[config.mk]
export PLATFORM = sky130hd
export DESIGN_NAME = unit_dispatch_arbiter_flat
export DESIGN_NICKNAME = d
export VERILOG_FILES = /design/src/rtl/accel_pkg.sv /design/src/rtl/unit_dispatch_arbiter_if.sv /design/src/rtl/unit_dispatch_arbiter_rr_arbiter.sv /design/src/rtl/unit_dispatch_arbiter.sv /design/src/flat_wrapper.sv
export SDC_FILE = /design/constraint.sdc
export NUM_CORES = 1
export LEC_CHECK = 0
export CAP_MARGIN = 20
export CORE_UTILIZATION = 45
export DETAILED_ROUTE_END_ITERATION = 6
export PLACE_DENSITY_LB_ADDON = 0.2
export SETUP_SLACK_MARGIN = 0.2
export SYNTH_ARGS = -nofsm -noshare
export SYNTH_HDL_FRONTEND = slang
export SYNTH_SLANG_ARGS = --single-unit
[constraint.sdc]
create_clock -name clk -period 10.75 [get_ports clk]
set_input_delay 1.6125 -clock clk [delete_from_list [all_inputs] [get_ports clk]]
set_output_delay 1.6125 -clock clk [all_outputs]
set_load 0.02 [all_outputs]
[src/rtl/accel_pkg.sv]
// Shared types and defaults for the unit dispatch arbiter.
// Provides unit FSM states, the command packet and dispatch defaults.
package accel_pkg;

  localparam int UNIT_COUNT       = 4;
  localparam int DISPATCH_CMD_W   = 8;
  localparam int DISPATCH_TIMEOUT = 1023;

  typedef struct packed {
    logic [DISPATCH_CMD_W-1:0] ctrl;
  } ctrl_packet_t;

  typedef enum logic [1:0] {
    U_FREE  = 2'd0,
    U_ISSUE = 2'd1,
    U_BUSY  = 2'd2
  } unit_state_e;

endpackage

[src/rtl/unit_dispatch_arbiter_if.sv]
// Bundle between host command queues, the arbiter and the units.
// slave: arbiter side; master: host/unit side.
interface unit_dispatch_arbiter_if
  import accel_pkg::*;
#(
  parameter int REQ_COUNT  = 4,
  parameter int UNIT_COUNT = accel_pkg::UNIT_COUNT,
  parameter int CMD_W      = DISPATCH_CMD_W
);

  localparam int OW = $clog2(REQ_COUNT);
  localparam int BW = $clog2(UNIT_COUNT) + 1;

  logic                             enable;
  logic [REQ_COUNT-1:0]             req_valid;
  logic [REQ_COUNT-1:0][CMD_W-1:0]  req_cmd;
  logic [REQ_COUNT-1:0]             req_ready;
  logic [UNIT_COUNT-1:0]            unit_ready;
  logic [UNIT_COUNT-1:0]            unit_done;
  logic [UNIT_COUNT-1:0]            unit_cmd_vld;
  logic [UNIT_COUNT-1:0][CMD_W-1:0] unit_cmd;
  logic [UNIT_COUNT-1:0][OW-1:0]    unit_owner;
  logic [UNIT_COUNT-1:0]            cmpl_valid;
  logic [UNIT_COUNT-1:0]            timeout_err;
  logic                             err_clear;
  logic [BW-1:0]                    busy_count;

  modport slave (
    input  enable, req_valid, req_cmd,
    input  unit_ready, unit_done, err_clear,
    output req_ready, unit_cmd_vld, unit_cmd,
    output unit_owner, cmpl_valid, timeout_err,
    output busy_count
  );

  modport master (
    output enable, req_valid, req_cmd,
    output unit_ready, unit_done, err_clear,
    input  req_ready, unit_cmd_vld, unit_cmd,
    input  unit_owner, cmpl_valid, timeout_err,
    input  busy_count
  );

endinterface

[src/rtl/unit_dispatch_arbiter_rr_arbiter.sv]
// N-way round-robin arbiter: one-hot grant from a request vector.
// Ports: clk, rst, req, advance (pointer moves past winner), gnt.
module rr_arbiter #(
  parameter int N = 4
) (
  input  logic         clk,
  input  logic         rst,
  input  logic [N-1:0] req,
  input  logic         advance,
  output logic [N-1:0] gnt
);

  localparam int W = $clog2(N);

  logic [W-1:0] ptr;
  logic [W-1:0] gidx;
  logic [W-1:0] idx;
  logic         found;

  // N is a power of two, so the index wraps by truncation.
  always_comb begin
    gnt   = '0;
    gidx  = '0;
    idx   = '0;
    found = 1'b0;
    for (int i = 0; i < N; i++) begin
      idx = ptr + W'(i);
      if (!found && req[idx]) begin
        found     = 1'b1;
        gnt[idx]  = 1'b1;
        gidx      = idx;
      end
    end
  end

  always_ff @(posedge clk or posedge rst) begin
    if (rst) begin
      ptr <= '0;
    end else if (advance && found) begin
      ptr <= gidx + W'(1);
    end
  end

endmodule

[src/rtl/unit_dispatch_arbiter.sv]
// Round-robin dispatch of requester commands onto free units.
// Ports: clk, rst, bus (commands in, unit strobes/ownership/status out).
module unit_dispatch_arbiter
  import accel_pkg::*;
#(
  parameter int REQ_COUNT      = 4,
  parameter int UNIT_COUNT     = accel_pkg::UNIT_COUNT,
  parameter int CMD_W          = DISPATCH_CMD_W,
  parameter int TIMEOUT_CYCLES = DISPATCH_TIMEOUT
) (
  input logic                   clk,
  input logic                   rst,
  unit_dispatch_arbiter_if.slave bus
);

  localparam int OW = $clog2(REQ_COUNT);
  localparam int TW = $clog2(TIMEOUT_CYCLES + 1);
  localparam int BW = $clog2(UNIT_COUNT) + 1;

  logic [UNIT_COUNT-1:0] elig;
  logic [UNIT_COUNT-1:0] target;
  logic [UNIT_COUNT-1:0] live_d;
  logic [REQ_COUNT-1:0]  arb_req;
  logic [REQ_COUNT-1:0]  gnt;
  logic [OW-1:0]         gsel;
  logic [CMD_W-1:0]      gcmd;
  logic                  xfer;
  logic [BW-1:0]         busy_d;
  logic [BW-1:0]         busy_q;

  assign arb_req = bus.req_valid
                 & {REQ_COUNT{bus.enable & (|elig) & ~rst}};
  assign xfer = |gnt;
  assign bus.req_ready = gnt;

  rr_arbiter #(.N(REQ_COUNT)) u_rr (
    .clk     (clk),
    .rst     (rst),
    .req     (arb_req),
    .advance (xfer),
    .gnt     (gnt)
  );

  always_comb begin
    gsel = '0;
    for (int i = 0; i < REQ_COUNT; i++) begin
      if (gnt[i]) gsel = OW'(i);
    end
  end

  assign gcmd = bus.req_cmd[gsel];

  // Lowest set bit of the eligible vector.
  assign target = elig & (~elig + UNIT_COUNT'(1));

  for (genvar u = 0; u < UNIT_COUNT; u++) begin : g_unit
    unit_state_e      st_q;
    unit_state_e      st_d;
    logic [TW-1:0]    tmr_q;
    logic [CMD_W-1:0] cmd_q;
    logic [OW-1:0]    own_q;
    logic             cmpl_q;
    logic             err_q;
    logic             freed_q;
    logic             take;
    logic             done_hit;
    logic             tmo_hit;

    assign take     = xfer & target[u];
    assign done_hit = (st_q == U_BUSY) & bus.unit_done[u];
    // Done on the timeout cycle counts as a normal completion.
    assign tmo_hit  = (st_q == U_BUSY) & ~bus.unit_done[u]
                    & (tmr_q == TW'(TIMEOUT_CYCLES));

    always_comb begin
      st_d = st_q;
      unique case (st_q)
        U_FREE:  if (take) st_d = U_ISSUE;
        U_ISSUE: st_d = U_BUSY;
        U_BUSY:  if (done_hit | tmo_hit) st_d = U_FREE;
        default: st_d = U_FREE;
      endcase
    end

    // tmr_q holds the count of BUSY cycles including the current one.
    always_ff @(posedge clk or posedge rst) begin
      if (rst) begin
        st_q    <= U_FREE;
        tmr_q   <= '0;
        cmd_q   <= '0;
        own_q   <= '0;
        cmpl_q  <= 1'b0;
        err_q   <= 1'b0;
        freed_q <= 1'b0;
      end else begin
        st_q    <= st_d;
        cmpl_q  <= done_hit;
        freed_q <= done_hit | tmo_hit;
        err_q   <= tmo_hit | (err_q & ~bus.err_clear);
        if (st_q == U_ISSUE) begin
          tmr_q <= TW'(1);
        end else if (st_q == U_BUSY) begin
          tmr_q <= tmr_q + TW'(1);
        end else begin
          tmr_q <= '0;
        end
        if (take) begin
          cmd_q <= gcmd;
          own_q <= gsel;
        end
      end
    end

    // A just-freed unit sits out one cycle before it can be regranted.
    assign elig[u] = (st_q == U_FREE) & ~freed_q
                   & bus.unit_ready[u];
    assign live_d[u] = (st_d != U_FREE);

    assign bus.unit_cmd_vld[u] = (st_q == U_ISSUE);
    assign bus.unit_cmd[u]     = cmd_q;
    assign bus.unit_owner[u]   = own_q;
    assign bus.cmpl_valid[u]   = cmpl_q;
    assign bus.timeout_err[u]  = err_q;
  end

  always_comb begin
    busy_d = '0;
    for (int i = 0; i < UNIT_COUNT; i++) begin
      busy_d = busy_d + BW'(live_d[i]);
    end
  end

  always_ff @(posedge clk or posedge rst) begin
    if (rst) begin
      busy_q <= '0;
    end else begin
      busy_q <= busy_d;
    end
  end

  assign bus.busy_count = busy_q;

endmodule
[src/flat_wrapper.sv]
// flat-port wrapper written by rule: the top's interface ports become plain ports
module unit_dispatch_arbiter_flat import accel_pkg::*;
#(
  parameter int REQ_COUNT      = 4,
  parameter int UNIT_COUNT     = accel_pkg::UNIT_COUNT,
  parameter int CMD_W          = DISPATCH_CMD_W,
  parameter int TIMEOUT_CYCLES = DISPATCH_TIMEOUT
)
  (clk, rst, bus_enable, bus_req_valid, bus_req_cmd, bus_unit_ready, bus_unit_done, bus_err_clear, bus_req_ready, bus_unit_cmd_vld, bus_unit_cmd, bus_unit_owner, bus_cmpl_valid, bus_timeout_err, bus_busy_count);
  unit_dispatch_arbiter_if #(.REQ_COUNT(REQ_COUNT), .UNIT_COUNT(UNIT_COUNT), .CMD_W(CMD_W)) bus_i ();
  input logic clk;
  input logic rst;
  input wire logic [$bits(bus_i.enable)-1:0] bus_enable;
  input wire logic [$bits(bus_i.req_valid)-1:0] bus_req_valid;
  input wire logic [$bits(bus_i.req_cmd)-1:0] bus_req_cmd;
  input wire logic [$bits(bus_i.unit_ready)-1:0] bus_unit_ready;
  input wire logic [$bits(bus_i.unit_done)-1:0] bus_unit_done;
  input wire logic [$bits(bus_i.err_clear)-1:0] bus_err_clear;
  output wire logic [$bits(bus_i.req_ready)-1:0] bus_req_ready;
  output wire logic [$bits(bus_i.unit_cmd_vld)-1:0] bus_unit_cmd_vld;
  output wire logic [$bits(bus_i.unit_cmd)-1:0] bus_unit_cmd;
  output wire logic [$bits(bus_i.unit_owner)-1:0] bus_unit_owner;
  output wire logic [$bits(bus_i.cmpl_valid)-1:0] bus_cmpl_valid;
  output wire logic [$bits(bus_i.timeout_err)-1:0] bus_timeout_err;
  output wire logic [$bits(bus_i.busy_count)-1:0] bus_busy_count;
  assign bus_i.enable = bus_enable;
  assign bus_i.req_valid = bus_req_valid;
  assign bus_i.req_cmd = bus_req_cmd;
  assign bus_i.unit_ready = bus_unit_ready;
  assign bus_i.unit_done = bus_unit_done;
  assign bus_i.err_clear = bus_err_clear;
  assign bus_req_ready = bus_i.req_ready;
  assign bus_unit_cmd_vld = bus_i.unit_cmd_vld;
  assign bus_unit_cmd = bus_i.unit_cmd;
  assign bus_unit_owner = bus_i.unit_owner;
  assign bus_cmpl_valid = bus_i.cmpl_valid;
  assign bus_timeout_err = bus_i.timeout_err;
  assign bus_busy_count = bus_i.busy_count;
  unit_dispatch_arbiter #(.REQ_COUNT(REQ_COUNT), .UNIT_COUNT(UNIT_COUNT), .CMD_W(CMD_W), .TIMEOUT_CYCLES(TIMEOUT_CYCLES)) u_core (.clk(clk), .rst(rst), .bus(bus_i));
endmodule
### After elaboration in Yosys (flattened, before gate mapping)

Cells that the tools add are included.

| word-level totals | value |
|---|---|
| flip-flop bits (word level) | 105 |
| word-level logic and storage cells | 191 |
| output and inout bits | 59 |
| input bits | 48 |

| operators by class | value |
|---|---|
| mux-type cells | 53 |
| equal/unequal tests | 12 |
| add/subtract/negate cells | 12 |
| order comparisons | 9 |
| reduce and logical (&&, ||, !) cells | 21 |
| bitwise operators | 54 |

Operators by type and width:

| kind | count |
|---|---|
| $mux W10 | 8 |
| $add A10 B1 Y10 const B | 4 |
| $eq A10 B10 Y1 const B | 4 |
| $and A1 B1 Y1 | 30 |
| $mux W2 | 14 |
| $pmux W2 S3 | 4 |
| $bmux W8 S2 | 1 |
| $mux W4 | 4 |
| $lt A2 B3 Y1 const B | 5 |
| $mux W1 | 13 |
| $or A4 B4 Y4 | 3 |
| $not A1 Y1 | 10 |
| $and A4 B4 Y4 | 2 |
| $bmux W1 S2 | 4 |
| $demux W1 S2 | 4 |
| $eq A2 B1 Y1 const B | 4 |
| $eq A2 B2 Y1 const B | 4 |
| $ge A2 B1 Y1 const B | 4 |
| $logic_and A1 B1 Y1 | 8 |
| $logic_not A2 Y1 | 4 |
| $mux W8 | 1 |
| $or A1 B1 Y1 | 8 |
| $reduce_bool A2 Y1 | 4 |
| $reduce_or A4 Y1 | 2 |
| other kinds (7) | 12 |

### Longest topological paths before layout

Gate-level depths: netlist of the first run.

| logic depth | value |
|---|---|
| word-level depth | 27 |
| gate-level depth with buffers | 17 |
| depth with buffers taken out | 13 |

### Modules after synthesis

Synthesis of the first run repeated with hierarchy kept, for this count alone.

| second synthesis, totals | value |
|---|---|
| cells, all modules | 459 |
| area, all modules | 5162.5 um^2 |

Modules (own cells, without submodules):

| module | area an instance (um^2) | seq. area each (um^2) | times used | cells an instance |
|---|---|---|---|---|
| unit_dispatch_arbiter | 4674.5 | 2577.5 | 1 | 411 |
| rr_arbiter | 488.0 | 50.0 | 1 | 48 |

### Least setup slack after synthesis of the first run

Ideal clock, no wire load.

| timing | value |
|---|---|
| path type | in2out |
| from | input port bus_unit_ready[3] |
| to | output port bus_req_ready[2] |
| path slack | 5872 ps |
| data arrival time | 3266 ps |
| data required time | 9137 ps |
| buffers on the path | 1 |
| stages on the path | 6 |
| cells stage by stage | or4b_2 -> a41oi_4 -> and4_1 -> a31oi_4 -> inv_4 -> buf_2 |

| on the way | value |
|---|---|
| word-level cells in the longest chain between the ends | 17 |
| elaborated cells between the ends (all ways) | 29 |
| those cells by class | mux (15); bitwise (7); reduce/logical (7) |

Ends and longest elaborated chain:

| item | line | source |
|---|---|---|
| from (decl) | flat_wrapper.sv:16 | `input wire logic [$bits(bus_i.unit_ready)-1:0] bus_unit_ready;` |
| $and A1 B1 Y1 (*) | unit_dispatch_arbiter.sv:116 | `& bus.unit_ready[u];` |
| $reduce_or A4 Y1 (*) | unit_dispatch_arbiter.sv:32 | `& {REQ_COUNT{bus.enable & (\|elig) & ~rst}};` |
| $and A1 B1 Y1 (*) (2 in a row) | unit_dispatch_arbiter.sv:32 |  |
| $and A4 B4 Y4 (*) | unit_dispatch_arbiter.sv:32 |  |
| $bmux W1 S2 | unit_dispatch_arbiter_rr_arbiter.sv:28 | `if (!found && req[idx]) begin` |
| $mux W1 (implied by the code) | unit_dispatch_arbiter_rr_arbiter.sv:28 |  |
| $mux W1 | unit_dispatch_arbiter_rr_arbiter.sv:28 |  |
| $logic_not A1 Y1 | unit_dispatch_arbiter_rr_arbiter.sv:28 |  |
| $logic_and A1 B1 Y1 | unit_dispatch_arbiter_rr_arbiter.sv:28 |  |
| $mux W1 | unit_dispatch_arbiter_rr_arbiter.sv:28 |  |
| $logic_not A1 Y1 | unit_dispatch_arbiter_rr_arbiter.sv:28 |  |
| $logic_and A1 B1 Y1 | unit_dispatch_arbiter_rr_arbiter.sv:28 |  |
| $mux W1 | unit_dispatch_arbiter_rr_arbiter.sv:28 |  |
| $logic_not A1 Y1 | unit_dispatch_arbiter_rr_arbiter.sv:28 |  |
| $logic_and A1 B1 Y1 | unit_dispatch_arbiter_rr_arbiter.sv:28 |  |
| $mux W4 (*) | unit_dispatch_arbiter_rr_arbiter.sv:28 |  |
| to (decl) | flat_wrapper.sv:19 | `output wire logic [$bits(bus_i.req_ready)-1:0] bus_req_ready;` |

Mark *: on every way between the ends. The rest lies on a longest branch, timed or not. The select of a mux whose other input is x is not followed.

### Final worst setup path of the first run

| timing | value |
|---|---|
| from | input port bus_unit_ready[1] |
| to | output port bus_req_ready[2] |

Same word-level chain as after synthesis.

==> results.yml, run 1 <==
timing:
  worst-slew-pin-transition_ps: 767
  finalSetupTns_ps: 0
  fin_crit_sh: 0.581
  finalCriticalPeriod_ps: 6240
  max_slew_violation_count: 0
  fmax_ghz: 0.160
  skew_ps: 7.44
  hold-worst-slack_ps: 488
  finalSetupViolCount: 0
  rsz0062_at_grt: "no"
  relSlewSlack: 0.482
  report.final.hold_viol_count: 0
final_layout:
  final_nets: 651
  fin_area_um2: 6820
  n_antenna_cell: 0
  syn2layout_area_growth_pct: 26.0
  postLayoutCoreUtil: 0.590
  final_layout_size_suffix_gt1_frac: 0.101
  instances_no_fill: 738
pwr:
  irDropWorstVdd_uv: 172
  leakagePower_nw: 2.97
  powerDensity_nw_per_um2: 247
clocking:
  hold_buffers: 0
  worst_skew_pair.late_latency_ps: 350
  cts_post_setup_buffers_inserted: 0
  number_of_buffers_on_the_longest_clock_path: 2
  cts_sinks: 105
  cts_buffers: 9
  cts.clk_slew.worst_paths_ps: 70
  cts_tree: "done"
  cts_repair_resize_count: 0
  clk_root_buffer_cell: "sky130_fd_sc_hd__clkbuf_16"
  cts_htree_levels: 3
synthesis:
  synth_top_family_by_area: "simple AND/OR/NAND/NOR gates"
  synthDominantAreaCellType: "sky130_fd_sc_hd__dfrtp_1"
  mappedNetlistNets: 556
  synth-edff-count: 0
  synthCells: 495
  yosys-mux-area-fraction: 0.111
  synth_area_per_cell_um2: 10.9
  synth_top_cell_area_share: 0.485
  synth_simple_gate_area_frac: 0.155
  synthesized_area_fraction_occupied_by_ao_oa_aoi_and_oai_cells: 0.122
  synth.ff_latch_count: 105
  post_synth_instance_area_um2: 5410
  async_reset_ff_frac: 1.00
  synth-seq-area-share: 0.485
  synthAdderAreaFrac: 0.0314
  synth_top_flop_cell: "sky130_fd_sc_hd__dfrtp_1"
  ys_top_cells_by_area: "sky130_fd_sc_hd__dfrtp_1 49%, sky130_fd_sc_hd__mux2_1 5.4%, sky130_fd_sc_hd__nor2_1 4.1%, sky130_fd_sc_hd__ha_1 2.8%, sky130_fd_sc_hd__o21ai_0 2.8%"
  synth_xor_xnor_area_share: 0.0437
  yosysUniqueCellTypes: 56
  yosysWarningCount: 0
global_routing:
  grt_pass1_wl_mm: 21.7
  antenna_found_initial: 0
  grt_overflow_total: 0
  largest_net_degree_at_the_start_of_global_routing: 61
  first_global_vias: 4222
  groute.usage.overall: 0.222
floorplanning:
  core_area_um2: 11600
  die_w_um: 112
  start_util: 0.468
  die_height_um: 112
  die_area_um2: 12500
  placement_rows: 39
  pin_count: 107
placed_design:
  place_inst: 722
  placed_area_um2: 6510
  io_buffers: 106
  gp_congestion: 0.831
  dp_hpwl_mm: 9.18
critical_path:
  timing.critical_path.required_ps: 9140
  critical_path_class: "primary input to primary output"
  setup.worst_path.end_class: "primary output"
  critical_path_peak_fanout: 17
  timing.critical_path.from_type: "primary input"
  crit_arrival_ps: 4630
hold_path:
  holdCritPathClass: "register to register"
route:
  drc: 4
  dr_total_vias: 4025
  drt_wl_total_mm: 12.7
  route.antenna.remaining_nets: 0
  viasPerCell: 5.45
  drt_first_pass_iters: 6
  routed_wl_per_cell_um: 17.2
  drtIter0Drc: 195
run:
  drv_cap: 0
run_status:
  run_status: "finished with violations"
  violated_checks: "DRC"
[cells in the final DEF, fill, tap and decap left out, drive strengths merged, types with 4 or more instances in the layout]
cell type and instances:
ha 12, a221oi 11, mux2i 4, mux2 40, or4b 4, nand3 18, xnor2 12, nand2b 12
nand2 36, clkdlybuf4s50 106, clkbuf 9, a21oi 10, nor2 59, o21ai 38, clkinvlp 4, dfrtp 105
mux4 4, inv 30, or3 5, and3 19, xor2 15, nand4 5, o31ai 5
[report_power, final]
group	total (mW)	internal [mW]	leakage (nW)	switching, mW
Sequential	0.570	0.497	1.39	0.0730
Clock	0.334	0.183	0.136	0.151
Combinational	0.778	0.350	1.45	0.428
Total	1.68	1.03	2.97	0.652
[registers in the layout, summed over array words and instances, names as in the netlist, 3 cells and up]
| signal | flops |
|---|---|
| u_core.g_unit.own_q | 8 |
| u_core.g_unit.freed_q | 4 |
| u_core.g_unit.cmpl_q | 4 |
| u_core.g_unit.cmd_q | 32 |
| u_core.bus.busy_count | 3 |
| u_core.g_unit.st_q | 8 |
| u_core.g_unit.err_q | 4 |
| u_core.g_unit.tmr_q | 40 |
[per-stage QoR]
stage	worst slack [ps]	power (mW)
2_1_floorplan	5870	1.07
3_3_place_gp	4600	1.34
3_5_place_dp	4560	1.35
4_1_cts	4530	1.69
5_1_grt	4240	1.78
6_report	4510	1.68
[cell usage after synthesis (2+ instances only)]
library cell	number
sky130_fd_sc_hd__mux2i_1	4
sky130_fd_sc_hd__mux2_2	9
sky130_fd_sc_hd__a221oi_1	11
sky130_fd_sc_hd__buf_4	9
sky130_fd_sc_hd__a21oi_1	7
sky130_fd_sc_hd__inv_4	5
sky130_fd_sc_hd__o31ai_1	5
sky130_fd_sc_hd__mux4_2	4
sky130_fd_sc_hd__nand2_1	36
sky130_fd_sc_hd__xor2_1	15
sky130_fd_sc_hd__and3_1	19
sky130_fd_sc_hd__or2b_1	3
sky130_fd_sc_hd__buf_2	5
sky130_fd_sc_hd__a21oi_2	2
sky130_fd_sc_hd__nand3_1	18
sky130_fd_sc_hd__o221a_2	2
sky130_fd_sc_hd__o211ai_1	2
sky130_fd_sc_hd__buf_6	3
sky130_fd_sc_hd__nand4_1	5
sky130_fd_sc_hd__or4b_1	3
sky130_fd_sc_hd__inv_1	23
sky130_fd_sc_hd__nand2b_1	11
sky130_fd_sc_hd__mux2_4	5
sky130_fd_sc_hd__clkbuf_1	6
sky130_fd_sc_hd__or3_1	5
sky130_fd_sc_hd__ha_1	12
sky130_fd_sc_hd__o21ai_1	8
sky130_fd_sc_hd__dfrtp_1	105
sky130_fd_sc_hd__o21ai_0	30
sky130_fd_sc_hd__xnor2_1	12
sky130_fd_sc_hd__o41ai_4	3
sky130_fd_sc_hd__mux2_1	26
sky130_fd_sc_hd__nor2_1	59
[path summary, 6_finish.rpt]
kind / to / from / slack [ps] / cells past startpoint
max in group asynchronous: u_core.g_unit[1].tmr_q[7] / rst / 7910 / 3
max reg2reg: u_core.bus.busy_count[1] / u_core.u_rr.ptr[0] / 5330 / 13
min: u_core.g_unit[2].cmd_q[0] / u_core.g_unit[2].cmd_q[0] / 490 / 1
min reg2reg: u_core.g_unit[2].cmd_q[0] / u_core.g_unit[2].cmd_q[0] / 490 / 1
min in group asynchronous: u_core.g_unit[0].cmpl_q / rst / 1690 / 2
max: bus_req_ready[2] / bus_unit_ready[1] / 4510 / 7
[layer usage]
metal | vias to the layer above | track usage | wire [um]
li1 | 1917 | - | -
met1 | 1963 | 0.280 | 5580
met2 | 130 | 0.351 | 5830
met3 | 15 | 0.0931 | 1060
met4 | 0 | 0.0595 | 208
met5 | - | 0 | 0
[cell families after synthesis]
logic type	count (synthesis)
simple gates	168
flops	105
compound gates	81
buf+inv	53
mux	48
xor+xnor	27
fa+ha+maj	13
[critical path, stage by stage]
cell and delay (ps):
sky130_fd_sc_hd__clkdlybuf4s50_1 500, sky130_fd_sc_hd__or4b_1 560, sky130_fd_sc_hd__a41oi_4 570, sky130_fd_sc_hd__and4_1 340
sky130_fd_sc_hd__a31oi_4 80, sky130_fd_sc_hd__inv_4 260, sky130_fd_sc_hd__clkdlybuf4s50_1 700
[final cells by class]
class / instances / area [um2]
clock inverters: 7 / 80.1
well taps: 143 / 179
inverters: 30 / 133
fillers: 1010 / 4750
multi-input cells: 337 / 2510
flip-flops and latches: 105 / 2630
clock buffers: 9 / 225
repair buffers: 107 / 1070
No activity file was read; power rests on OpenSTA's default activity.
==> run 2, diff against run 1 <==
- clock period: 10.75 -> 6.1 ns (I/O delays scaled with it)
==> run 2 against run 1 <==
The flow still finishes with violations (DRC). Clock skew about the same. Global-route usage decreased by 0.80 points. Combinational power increased by 79%. Setup slack got worse by 3200 ps. Critical path depth increased by 1. Sequential power increased by 73%. Cell area increased by 0.59%. Non-clock buffer count increased by 1. Die area unchanged. Critical path type is now register to primary output. Largest cell class unchanged.
==> results.yml, run 2 (synthesis results as in run 1) <==
route:
  route.antenna.remaining_nets: 0
  dr_total_vias: 3994
  viasPerCell: 5.40
  drt_wl_total_mm: 12.5
  drtIter0Drc: 251
  drc: 4
  met2_wirelength_mm: 5.67
  met3RoutedLength_mm: 1.07
  routedLengthMet1_mm: 5.51
  drt_first_pass_iters: 6
  route.top_layer_used: "met4"
  routed_wl_per_cell_um: 16.9
run:
  drv_cap: 0
final_layout:
  syn2layout_area_growth_pct: 26.7
  most-common-layout-cells: "106 x sky130_fd_sc_hd__clkdlybuf4s50_1, 105 x sky130_fd_sc_hd__dfrtp_1, 59 x sky130_fd_sc_hd__nor2_1"
  largest_register_ffs: 40
  final_layout_size_suffix_gt1_frac: 0.102
  final_common_cell: "sky130_fd_sc_hd__clkdlybuf4s50_1"
  top_regs: "u_core.g_unit.tmr_q x40, u_core.g_unit.cmd_q x32"
  largest-register: "u_core.g_unit.tmr_q"
  n_antenna_cell: 0
  final_nets: 652
timing:
  max_slew_violation_count: 0
  fmax_ghz: 0.207
  finalCriticalPeriod_ps: 4820
  hold-worst-slack_ps: 487
  skew_ps: 7.32
  fin_crit_sh: 0.790
  finalSetupViolCount: 0
  finalSetupTns_ps: 0
  worst-slew-pin-transition_ps: 863
  rsz0062_at_grt: "no"
  relSlewSlack: 0.416
  report.final.hold_viol_count: 0
critical_path:
  critical_path_peak_fanout: 14
  timing.critical_path.from_type: "register"
  critical_path.cell_chain: "inv_1, ha_1, mux2_2, or2_2, o311ai_2, o221ai_4, inv_4, clkdlybuf4s50_1"
  setup.worst_path.end_class: "primary output"
  family_of_cells_with_the_greatest_summed_delay_on_the_critical_path: "buffers and inverters"
  crit_path_max_incr_delay_ps: 660
  timing.critical_path.slowest_stage_cell: "sky130_fd_sc_hd__clkdlybuf4s50_1"
  critical_path_class: "register to primary output"
  crit_arrival_ps: 3910
  timing.critical_path.required_ps: 5180
  cp_num_buf_inv: 3
clocking:
  cts_tree: "done"
  cts_post_setup_buffers_inserted: 0
  cts_htree_levels: 3
  worst_skew_pair.late_latency_ps: 350
  cts_repair_resize_count: 0
  number_of_buffers_on_the_longest_clock_path: 2
  cts_buffers: 9
  hold_buffers: 0
  clk_root_buffer_cell: "sky130_fd_sc_hd__clkbuf_16"
  cts.clk_slew.worst_paths_ps: 70
  cts_sinks: 105
floorplanning:
  die_w_um: 112
  die_area_um2: 12500
  pin_count: 107
  core_area_um2: 11600
  start_util: 0.468
  placement_rows: 39
  die_height_um: 112
run_status:
  violated_checks: "DRC"
  run_status: "finished with violations"
global_routing:
  largest_net_degree_at_the_start_of_global_routing: 55
  first_global_vias: 4151
  grt_pass1_wl_mm: 21.0
  groute.usage.overall: 0.214
  antenna_found_initial: 0
  grt_overflow_total: 0
placed_design:
  gp_congestion: 0.837
  dp_hpwl_mm: 9.08
  io_buffers: 106
pwr:
  powerDensity_nw_per_um2: 440
  leakagePower_nw: 3.01
  irDropWorstVdd_uv: 287
hold_path:
  holdCritPathClass: "register to register"
-- run 2: layout make-up --
class | count | area, um2
Clock buffer | 9 | 225
Inverter | 30 | 133
Fill cell | 951 | 4710
Sequential cell | 105 | 2630
Multi-Input combinational cell | 337 | 2510
Tap cell | 143 | 179
Timing Repair Buffer | 108 | 1080
Clock inverter | 7 | 113
-- run 2: path summary, 6_finish.rpt --
path | startpoint | end | slack [ps] | cells after the start
max | u_core.u_rr.ptr[1] | bus_req_ready[3] | 1280 | 8
max in group asynchronous | rst | u_core.g_unit[1].tmr_q[2] | 3990 | 3
max reg2reg | u_core.u_rr.ptr[1] | u_core.bus.busy_count[1] | 1430 | 12
min reg2reg | u_core.g_unit[3].cmd_q[0] | u_core.g_unit[3].cmd_q[0] | 490 | 1
min | u_core.g_unit[3].cmd_q[0] | u_core.g_unit[3].cmd_q[0] | 490 | 1
min in group asynchronous | rst | u_core.g_unit[0].err_q | 1010 | 2
-- run 2: worst register-to-register path: stages (launching register included) --
cell and delay [ps]:
sky130_fd_sc_hd__dfrtp_1 590, sky130_fd_sc_hd__inv_1 210, sky130_fd_sc_hd__ha_1 510, sky130_fd_sc_hd__mux4_2 650
sky130_fd_sc_hd__a21oi_4 180, sky130_fd_sc_hd__o221ai_2 120, sky130_fd_sc_hd__a31oi_4 330, sky130_fd_sc_hd__inv_4 180
sky130_fd_sc_hd__o41ai_4 550, sky130_fd_sc_hd__or2b_1 280, sky130_fd_sc_hd__ha_1 290, sky130_fd_sc_hd__fa_1 390
sky130_fd_sc_hd__ha_1 270
-- run 2: stage by stage --
stage	std cells	utilization	setup slack, ps	area, um2	total power, mW
floorplan	495	-	1820	5410	1.89
global placement	723	0.564	1350	6520	2.37
detailed placement	723	0.564	1270	6520	2.38
CTS	739	0.593	1270	6860	3.04
global route	739	0.593	1090	6860	3.20
finish	739	0.593	1280	6860	3.02
-- run 2: where the power goes --
part | switching [mW] | internal [mW] | total, mW
sequential | 0.109 | 0.875 | 0.985
combinational | 0.771 | 0.621 | 1.39
clock | 0.275 | 0.368 | 0.643
-- run 2: routing by layer --
layer / global-route usage / up-vias
li1: - / 1917
met1: 0.278 / 1925
met2: 0.332 / 135
met3: 0.0740 / 17
met4: 0.0784 / 0
met5: 0 / -
==> run 3, diff against run 2 <==
- clock period: 6.1 -> 4.3 ns (I/O delays scaled with it)
==> run 3 against run 2 <==
The flow still finishes with violations (DRC). Sequential power increased by 41%. Global-route usage increased by 0.23 points. Critical path depth increased by 1. Worst hold slack got worse by 1.0 ps.
==> results.yml, run 3 (synthesis results as in run 1) <==
global_routing:
  grt_pass1_wl_mm: 21.2
  groute.usage.overall: 0.216
  antenna_found_initial: 0
  largest_net_degree_at_the_start_of_global_routing: 58
  grt_overflow_total: 0
  first_global_vias: 4288
critical_path:
  timing.critical_path.from_type: "primary input"
  regToRegSetupSlack_ps: 440
  critical_path.cell_chain: "clkdlybuf4s50_1, buf_4, mux4_2, nor2b_1, and4_1, a31oi_4, inv_4, buf_4, clkdlybuf4s50_1"
  crit_path_max_incr_delay_ps: 620
  timing.critical_path.required_ps: 3650
  timing.critical_path.slowest_stage_cell: "sky130_fd_sc_hd__clkdlybuf4s50_1"
  r2r.worst_path.cells: 13
  crit_arrival_ps: 3350
  reg2reg_from: "u_core.u_rr.ptr[0]"
  critical_path_peak_fanout: 9
  critical_path_class: "primary input to primary output"
  setup.worst_path.end_class: "primary output"
  crit-reg2reg-capture: "u_core.bus.busy_count[1]"
route:
  drc: 6
  drt_wl_total_mm: 12.7
  dr_total_vias: 4118
  route.antenna.remaining_nets: 0
  drt_first_pass_iters: 6
  viasPerCell: 5.41
  drtIter0Drc: 209
  routed_wl_per_cell_um: 16.7
run_status:
  run_status: "finished with violations"
  violated_checks: "DRC"
final_layout:
  postLayoutCoreUtil: 0.609
  syn2layout_area_growth_pct: 30.0
  final_nets: 674
  top_regs: "u_core.g_unit.tmr_q x40, u_core.g_unit.cmd_q x32"
  largest_register_ffs: 40
  n_antenna_cell: 0
  largest-register: "u_core.g_unit.tmr_q"
  most-common-layout-cells: "105 x sky130_fd_sc_hd__clkdlybuf4s50_1, 105 x sky130_fd_sc_hd__dfrtp_1, 59 x sky130_fd_sc_hd__nor2_1"
  final_layout_size_suffix_gt1_frac: 0.138
clocking:
  cts.clk_slew.worst_paths_ps: 70
  cts_htree_levels: 3
  clk_root_buffer_cell: "sky130_fd_sc_hd__clkbuf_16"
  hold_buffers: 0
  number_of_buffers_on_the_longest_clock_path: 2
  cts_sinks: 105
  cts_tree: "done"
  worst_skew_pair.late_latency_ps: 340
  cts_buffers: 9
timing:
  max_slew_violation_count: 0
  fmax_ghz: 0.251
  rsz0062_at_grt: "no"
  finalSetupViolCount: 0
  finalSetupTns_ps: 0
  skew_ps: 7.49
  fin_crit_sh: 0.928
  report.final.hold_viol_count: 0
  worst-slew-pin-transition_ps: 697
  finalCriticalPeriod_ps: 3990
  relSlewSlack: 0.535
pwr:
  power.share.clock: 0.203
  p_sw_mw: 1.67
  internal_power_mw: 2.74
  power_share_of_the_sequential_group: 0.315
  swShare: 0.378
  p_comb_frac: 0.482
  irDropWorstVdd_uv: 343
  leakagePower_nw: 3.11
  powerDensity_nw_per_um2: 627
hold_path:
  timing.hold.worst.start: "u_core.g_unit[2].own_q[1]"
  holdPathStages: 2
  holdCritPathClass: "register to register"
  end_point_of_the_worst_hold_path: "u_core.g_unit[2].own_q[1]"
floorplanning:
  core_area_um2: 11600
  die_height_um: 112
  start_util: 0.468
  die_area_um2: 12500
  die_w_um: 112
  pin_count: 107
  placement_rows: 39
run:
  drv_cap: 0
placed_design:
  gp_congestion: 0.856
  dp_hpwl_mm: 9.47
  io_buffers: 106
-- run 3: routing by layer --
| layer | global-route usage | part of all wire | vias to the layer above |
|---|---|---|---|
| met4 | 0.0757 | 0.018 | 0 |
| met3 | 0.0642 | 0.076 | 16 |
| met5 | 0 | 0 | - |
| li1 | - | - | 1963 |
| met2 | 0.355 | 0.47 | 120 |
| met1 | 0.272 | 0.43 | 2019 |
-- run 3: layout make-up --
cell class | count | area (um2)
multi-input cells | 337 | 2520
clock buffers | 9 | 225
repair buffers | 130 | 1240
fillers | 1001 | 4530
clock inverters | 7 | 110
inverters | 30 | 138
well taps | 143 | 179
flip-flops and latches | 105 | 2630
-- run 3: what timing repair did --
action / CTS / global route
pin swaps: 0 / 0
buffers inserted: 0 / 5
resized for setup: 2 / 1
setup endpoints to repair: 2 / 2
-- run 3: worst max-delay path by stage --
stage                  startpoint                  endpoint  slack (ps)
3_3_place_gp     bus_req_valid[3]  u_core.bus.busy_count[1]         200
6_report         bus_req_valid[2]          bus_req_ready[2]         310
2_1_floorplan  u_core.u_rr.ptr[0]  u_core.bus.busy_count[1]         220
4_1_cts        u_core.u_rr.ptr[0]          bus_req_ready[2]         230
5_1_grt        u_core.u_rr.ptr[0]          bus_req_ready[2]         240
3_5_place_dp     bus_req_valid[3]  u_core.bus.busy_count[1]         140
-- run 3: through the flow --
step	hold slack, ps	std cells	cell area (um2)	total power, mW	setup slack (ps)
final	486	761	7040	4.41	310
after detailed placement	473	740	6650	3.48	138
after global routing	511	761	7040	4.67	245
after global placement	465	740	6650	3.45	204
after floorplan	460	495	5420	2.69	216
after CTS	491	756	6990	4.40	233
-- run 3: power groups by stage --
stage | clock network (mW) | logic, mW | registers, mW
2_1_floorplan | 0 | 1.08 | 1.61
3_3_place_gp | 0 | 2.05 | 1.39
3_5_place_dp | 0 | 2.08 | 1.40
4_1_cts | 0.925 | 2.09 | 1.39
5_1_grt | 0.954 | 2.30 | 1.42
6_report | 0.897 | 2.13 | 1.39
-- run 3: critical path: cells and delay by family --
kind	cells	cell delay (ps)
buffers and inverters	5	1640
and+or+nand+nor	2	530
muxes	1	470
AOI/OAI and AO/OA	1	60
